==> src/rtl/vertex_shader_pkg.sv <==
// Shared types for the vertex shader: vertex record layout, screen/depth widths,
// FSM state encoding and the screen-coordinate saturation helper.
package vertex_shader_pkg;

    localparam int unsigned IDX_W   = 20;   // vertex SRAM word address
    localparam int unsigned COORD_W = 16;   // model-space x/y/z
    localparam int unsigned SCR_W   = 12;   // screen x/y
    localparam int unsigned DEPTH_W = 21;   // depth
    localparam int unsigned COLOR_W = 24;   // colour
    localparam int unsigned REC_W   = 3 * COORD_W + COLOR_W;
    localparam int unsigned NUM_VTX = 3;
    localparam int unsigned PROD_W  = 32;   // coord * scale
    localparam int unsigned SUM_W   = 33;   // scaled coord + offset
    localparam int unsigned DSUM_W  = DEPTH_W + 1;
    localparam int          SCR_MAX = (1 << SCR_W) - 1;

    // Vertex SRAM word, MSB first: {x s16, y s16, z u16, color 24}
    typedef struct packed {
        logic [COORD_W-1:0] x;
        logic [COORD_W-1:0] y;
        logic [COORD_W-1:0] z;
        logic [COLOR_W-1:0] color;
    } vtx_rec_t;

    typedef struct packed {
        logic [SCR_W-1:0]   sx;
        logic [SCR_W-1:0]   sy;
        logic [DEPTH_W-1:0] depth;
        logic [COLOR_W-1:0] color;
    } shaded_vtx_t;

    typedef enum logic [1:0] {
        ST_IDLE  = 2'd0,
        ST_FETCH = 2'd1,
        ST_XFORM = 2'd2,
        ST_READY = 2'd3
    } vs_state_e;

    // Clamp a signed screen-space sum into [0, SCR_MAX]
    function automatic logic [SCR_W-1:0] sat_screen(input logic signed [SUM_W-1:0] v);
        if (v < SUM_W'(0))
            return '0;
        else if (v > SUM_W'(SCR_MAX))
            return '1;
        else
            return SCR_W'(v);
    endfunction

endpackage

==> src/rtl/vs_viewport_map.sv <==
// Combinational viewport mapping for one vertex.
//   vtx    : raw vertex record from SRAM
//   shaded : saturated screen x/y, saturated biased depth, colour passthrough
module vs_viewport_map
    import vertex_shader_pkg::*;
#(
    parameter int          X_SCALE    = 256,
    parameter int          Y_SCALE    = 256,
    parameter int unsigned X_OFF      = 320,
    parameter int unsigned Y_OFF      = 240,
    parameter int unsigned DEPTH_BIAS = 0
) (
    input  vtx_rec_t    vtx,
    output shaded_vtx_t shaded
);

    logic signed [PROD_W-1:0] x_prod;
    logic signed [PROD_W-1:0] y_prod;
    logic signed [SUM_W-1:0]  x_sum;
    logic signed [SUM_W-1:0]  y_sum;
    logic [DSUM_W-1:0]        d_sum;

    // Q8.8 scale: multiply, drop 8 fraction bits arithmetically, add offset
    always_comb begin
        x_prod = PROD_W'($signed(vtx.x)) * PROD_W'(X_SCALE);
        y_prod = PROD_W'($signed(vtx.y)) * PROD_W'(Y_SCALE);
        x_sum  = (SUM_W'(x_prod) >>> 8) + $signed(SUM_W'(X_OFF));
        y_sum  = (SUM_W'(y_prod) >>> 8) + $signed(SUM_W'(Y_OFF));
        d_sum  = DSUM_W'(vtx.z) + DSUM_W'(DEPTH_BIAS);

        shaded.sx    = sat_screen(x_sum);
        shaded.sy    = sat_screen(y_sum);
        shaded.depth = d_sum[DEPTH_W] ? '1 : d_sum[DEPTH_W-1:0];
        shaded.color = vtx.color;
    end

endmodule

==> src/rtl/vertex_shader.sv <==
// Vertex shader: collects three vertex indices, fetches each record from vertex
// SRAM, maps them to screen space and presents the triangle with data_ready.
//   clk, rst                 : clock, async active-high reset
//   to_shader_valid/_info    : vertex index strobe and SRAM word address
//   sram_vtx_rd/addr/rdata   : vertex SRAM read port (rdata SRAM_LAT after rd)
//   verticeN_*_update        : shaded triangle, valid while data_ready=1
//   proto_err                : sticky, index arrived with three already issued
module vertex_shader
    import vertex_shader_pkg::*;
#(
    parameter int unsigned SRAM_LAT   = 2,
    parameter int          X_SCALE    = 256,
    parameter int          Y_SCALE    = 256,
    parameter int unsigned X_OFF      = 320,
    parameter int unsigned Y_OFF      = 240,
    parameter int unsigned DEPTH_BIAS = 0
) (
    input  logic               clk,
    input  logic               rst,
    input  logic               to_shader_valid,
    input  logic [IDX_W-1:0]   to_shader_vertice_info,
    output logic               sram_vtx_rd,
    output logic [IDX_W-1:0]   sram_vtx_addr,
    input  logic [REC_W-1:0]   sram_vtx_rdata,
    output logic [SCR_W-1:0]   vertice1_x_update,
    output logic [SCR_W-1:0]   vertice1_y_update,
    output logic [DEPTH_W-1:0] vertice1_depth_update,
    output logic [COLOR_W-1:0] vertice1_color_update,
    output logic [SCR_W-1:0]   vertice2_x_update,
    output logic [SCR_W-1:0]   vertice2_y_update,
    output logic [DEPTH_W-1:0] vertice2_depth_update,
    output logic [COLOR_W-1:0] vertice2_color_update,
    output logic [SCR_W-1:0]   vertice3_x_update,
    output logic [SCR_W-1:0]   vertice3_y_update,
    output logic [DEPTH_W-1:0] vertice3_depth_update,
    output logic [COLOR_W-1:0] vertice3_color_update,
    output logic               data_ready,
    output logic               proto_err
);

    localparam int unsigned TAG_PIPE_W = 2 * SRAM_LAT;

    vs_state_e                 state;
    logic [1:0]                issue_cnt;
    logic [1:0]                cap_cnt;
    logic [1:0]                rd_slot;
    logic [SRAM_LAT-1:0]       tag_vld;
    logic [SRAM_LAT-1:0][1:0]  tag_slot;
    vtx_rec_t                  slot_q [NUM_VTX];
    shaded_vtx_t               map_c  [NUM_VTX];
    shaded_vtx_t               out_q  [NUM_VTX];

    // Three parallel datapaths so XFORM completes in a single cycle
    for (genvar g = 0; g < NUM_VTX; g++) begin : g_map
        vs_viewport_map #(
            .X_SCALE   (X_SCALE),
            .Y_SCALE   (Y_SCALE),
            .X_OFF     (X_OFF),
            .Y_OFF     (Y_OFF),
            .DEPTH_BIAS(DEPTH_BIAS)
        ) u_map (
            .vtx   (slot_q[g]),
            .shaded(map_c[g])
        );
    end

    // Control FSM, SRAM issue, tag pipe and slot capture
    always_ff @(posedge clk or posedge rst) begin
        if (rst) begin
            state         <= ST_IDLE;
            issue_cnt     <= '0;
            cap_cnt       <= '0;
            rd_slot       <= '0;
            tag_vld       <= '0;
            tag_slot      <= '0;
            sram_vtx_rd   <= 1'b0;
            sram_vtx_addr <= '0;
            data_ready    <= 1'b0;
            proto_err     <= 1'b0;
            slot_q        <= '{default: '0};
            out_q         <= '{default: '0};
        end else begin
            sram_vtx_rd <= 1'b0;

            // Tag pipe is fed from the registered strobe, so its tail lines up with rdata
            tag_vld  <= SRAM_LAT'({tag_vld, sram_vtx_rd});
            tag_slot <= TAG_PIPE_W'({tag_slot, rd_slot});
            if (tag_vld[SRAM_LAT-1]) begin
                slot_q[tag_slot[SRAM_LAT-1]] <= sram_vtx_rdata;
                cap_cnt                      <= cap_cnt + 2'd1;
            end

            case (state)
                ST_IDLE, ST_READY: begin
                    // First index of a new triangle; old outputs stay until XFORM
                    if (to_shader_valid) begin
                        sram_vtx_rd   <= 1'b1;
                        sram_vtx_addr <= to_shader_vertice_info;
                        rd_slot       <= 2'd0;
                        issue_cnt     <= 2'd1;
                        cap_cnt       <= 2'd0;
                        data_ready    <= 1'b0;
                        state         <= ST_FETCH;
                    end
                end
                ST_FETCH: begin
                    if (to_shader_valid) begin
                        if (issue_cnt != 2'd3) begin
                            sram_vtx_rd   <= 1'b1;
                            sram_vtx_addr <= to_shader_vertice_info;
                            rd_slot       <= issue_cnt;
                            issue_cnt     <= issue_cnt + 2'd1;
                        end else begin
                            proto_err <= 1'b1;
                        end
                    end
                    if (cap_cnt == 2'd3)
                        state <= ST_XFORM;
                end
                ST_XFORM: begin
                    if (to_shader_valid)
                        proto_err <= 1'b1;
                    out_q      <= map_c;
                    data_ready <= 1'b1;
                    state      <= ST_READY;
                end
                default: state <= ST_IDLE;
            endcase
        end
    end

    assign vertice1_x_update     = out_q[0].sx;
    assign vertice1_y_update     = out_q[0].sy;
    assign vertice1_depth_update = out_q[0].depth;
    assign vertice1_color_update = out_q[0].color;
    assign vertice2_x_update     = out_q[1].sx;
    assign vertice2_y_update     = out_q[1].sy;
    assign vertice2_depth_update = out_q[1].depth;
    assign vertice2_color_update = out_q[1].color;
    assign vertice3_x_update     = out_q[2].sx;
    assign vertice3_y_update     = out_q[2].sy;
    assign vertice3_depth_update = out_q[2].depth;
    assign vertice3_color_update = out_q[2].color;

endmodule

==> config.mk <==
export PLATFORM = sky130hd
export DESIGN_NAME = vertex_shader
export DESIGN_NICKNAME = d
export VERILOG_FILES = /design/src/rtl/vertex_shader_pkg.sv /design/src/rtl/vs_viewport_map.sv /design/src/rtl/vertex_shader.sv
export SDC_FILE = /design/constraint.sdc
export NUM_CORES = 1
export LEC_CHECK = 0
export ABC_CLOCK_PERIOD_IN_PS = 22900
export CAP_MARGIN = 40
export CORE_MARGIN = 4
export CORE_UTILIZATION = 40
export DETAILED_ROUTE_END_ITERATION = 8
export GPL_ROUTABILITY_DRIVEN = 0
export PLACE_DENSITY = 0.7
export SLEW_MARGIN = 20
export SYNTH_ARGS = -nofsm -noshare
export SYNTH_HDL_FRONTEND = slang
export SYNTH_HIERARCHICAL = 1
export SYNTH_SLANG_ARGS = --single-unit
export TNS_END_PERCENT = 10
==> constraint.sdc <==
create_clock -name clk -period 22.9 [get_ports clk]
set_input_delay 4.58 -clock clk [delete_from_list [all_inputs] [get_ports clk]]
set_output_delay 4.58 -clock clk [all_outputs]
set_load 0.02 [all_outputs]
==> results.md <==
- I/O Buffers: 324
- Biggest area consumer among synthesized cells: dfrtp_1
- Worst path max stage delay: 0.55 ns
- Pwr per Cell Area: 163 nW/um^2
- Clk slew on worst S/H paths: 0.06 ns
- Core Util, Final: 49.9%
- Most frequent cells in the layout: 460 x dfrtp_1, 424 x mux2_2, 324 x clkdlybuf4s50_1
- Combinational power share: 41.6%
- First-pass GRT wire length: 70.8 mm
- Routed Antenna Nets: 0
- Max-slew violation count: 0
- Most common cell after layout, fill and taps aside: dfrtp_1
- Number of synthesized flops with an enable pin: 0
- Pwr Total: 4.09 mW
- # Max-Cap Violations: 0
- Post_cts resized: 0
- Inserted Diodes: 0
- Finished Layout Cells: 2349
- Die height: 233 microns
- Area grow syn2layout: 23.5%
- Initial Util: 40.4%
- Mapped cell area: 20300 sq um
- Fmax: 149 MHz
- Avg Cell Area, Syn: 14.3 sq um
- GRT Util Overall: 16.3%
- Outcome: completed
- Setup TNS: 0 ns
- GR Overflow Total: 0
- Startpoint types: primary input
- Row count: 82
- DRC errors left: 0
- Initial antenna violation count: 1
- Vias in the first global route: 12.6k
- Crit share post-route: 29.3%
- Final Hold Vio Count: 0
- Setup slack after layout: 16.19 ns
- Fill cell count: 4235
- Relative slew slack: 43.7%
- IO Pins: 325
- CP max-delay cell: buf_4
- CTS root buf: clkbuf_16
- Cell Int Power: 2.70 mW
- Largest cells by area after synthesis: dfrtp_1 57%, mux2_2 24%, buf_4 5.4%
- Ordered cell list for the critical path: clkdlybuf4s50_1 -> inv_8 -> buf_16 -> buf_4 -> buf_16 -> buf_4 -> buf_16
- WP data arrival: 7.47 ns
- Hold Crit Class: reg -> reg
- Switching power: 1.39 mW
- # placed instances: 2257
- Die ar.: 54400 sq um
- Syn. warnings: 6
- Most common flop cell mapped by yosys: dfrtp_1
- Lkg Pwr: 10.7 nW
- Sink Count: 460
- Drt via density: 4.96
- WL/cell: 19.0 microns
- Postcts setup bufs: 0
- CP Capture Type: asynchronous set/reset pin
- Hpwl dp: 30.8 mm
- Syn Inst Count: 1422
- Place WS: 15.44 ns
- Maximum VDD drop: 0.0755 mV
- Sw frac: 34.1%
- Crit Path Category: in -> async
- Post-synth top area share: 56.7%
- Clk pwr share: 21.8%
- Core ar.: 50200 sq um
- Setup violations, final: 0
- Worst Max-Slew Pin Slew: 0.843 ns
- H-tree Lvls: 2
- CTS buffer count: 49
- First-pass DRT Iterations: 4
- Crit-path most repeated cell: buf_16
- Yosys cell types: 48
- Die Wd: 233 microns
- Worst-Skew Late Latency: 0.58 ns
- RSZ-0062 raised after global routing: false
- Crit Path Max Fanout: 76
- Sequential Power Share: 36.7%
- Hold_buf cts: 0
- Via Count: 11.7k
- Largest net degree at the start of global routing: 77
- Layout Nets: 1745
- Share of cells above drive strength 1: 34.5%
- Min cycle time layout: 6.71 ns
- Sequential fraction of the synthesis area: 56.7%
- Post-Route WL: 44.6 mm
- Clk buf depth: 3
- Design area: 25100 sq um
- Hold WS: 0.352 ns
- Flops & latches, synth: 460
- Setup Skew: 0.0166 ns
- Async SR Flop Fraction: 100%
- DRT iter0 DRCs: 524
- Placed inst area: 23200 sq um
- TritonCTS clock tree: yes
- CP required: 23.66 ns
==> layout make-up <==
class                      count  area, sq um  area share (%)
clock buffer                  62         1360            5.41
tap                          672          841            3.36
inverter                      52          203           0.809
multi-input combinational    722         7060            28.2
clock inverter                30          489            1.95
timing repair buffer         351         3600            14.4
sequential                   460        11500            45.9
==> registers in the layout, summed over array words and instances (netlist names), 12 cells and up <==
signal / count
vertice1_x_update: 12
slot_q: 216
sram_vtx_addr: 20
vertice3_color_update: 24
vertice1_color_update: 24
vertice2_color_update: 24
vertice1_y_update: 12
vertice3_depth_update: 21
vertice1_depth_update: 21
vertice2_y_update: 12
vertice3_x_update: 12
vertice2_depth_update: 21
vertice2_x_update: 12
vertice3_y_update: 12
==> worst paths after layout <==
path                                            from                         to  slack [ns]  depth (start not counted)
min                                      tag_slot[0]                tag_slot[2]        0.35                          0
min in group asynchronous                        rst                slot_q[147]        4.43                          2
max                                              rst          sram_vtx_addr[13]       16.19                          7
max in group clk           vertice1_depth_update[15]  vertice1_depth_update[15]       16.67                          1
max reg2reg                               slot_q[44]       vertice3_y_update[7]       20.23                          7
min reg2reg                              tag_slot[0]                tag_slot[2]        0.35                          0
==> cell families after synthesis <==
family	synth area share, %
compound gates	5.00
xor+xnor	1.21
fa+ha+maj	0.864
buf+inv	8.78
flops	56.7
mux	25.1
other cells	0.0555
simple gates	2.28
==> synth_stat cells (all sizes together) (12+ instances only) <==
library cell / instances
a21oi: 42
a31oi: 33
buf: 194
dfrtp: 460
ha: 14
inv: 52
mux2: 444
nand2: 17
o21ai: 19
o31ai: 24
xnor2: 16
xor2: 12
==> critical path, delay by kind of cell <==
kind	cells	cell delay, ns
buffers and inverters	7	2.77
==> layer usage <==
layer / part of all wire [%] / routed length (microns) / global-route usage, %
met1: 43 / 19200 / 20.9
met2: 48 / 21500 / 26.8
met3: 6.5 / 2910 / 5.12
met4: 2.3 / 1030 / 4.45
met5: 0.029 / 13 / 0
==> power groups by stage <==
stage	registers (mW)	logic, mW	clock network, mW
2_1_floorplan	1.70	1.01	0
4_1_cts	1.50	1.72	0.917
3_5_place_dp	1.51	1.72	0
5_1_grt	1.55	1.83	0.952
6_report	1.50	1.70	0.891
3_3_place_gp	1.49	1.66	0
No activity file was read; power rests on OpenSTA's default activity.
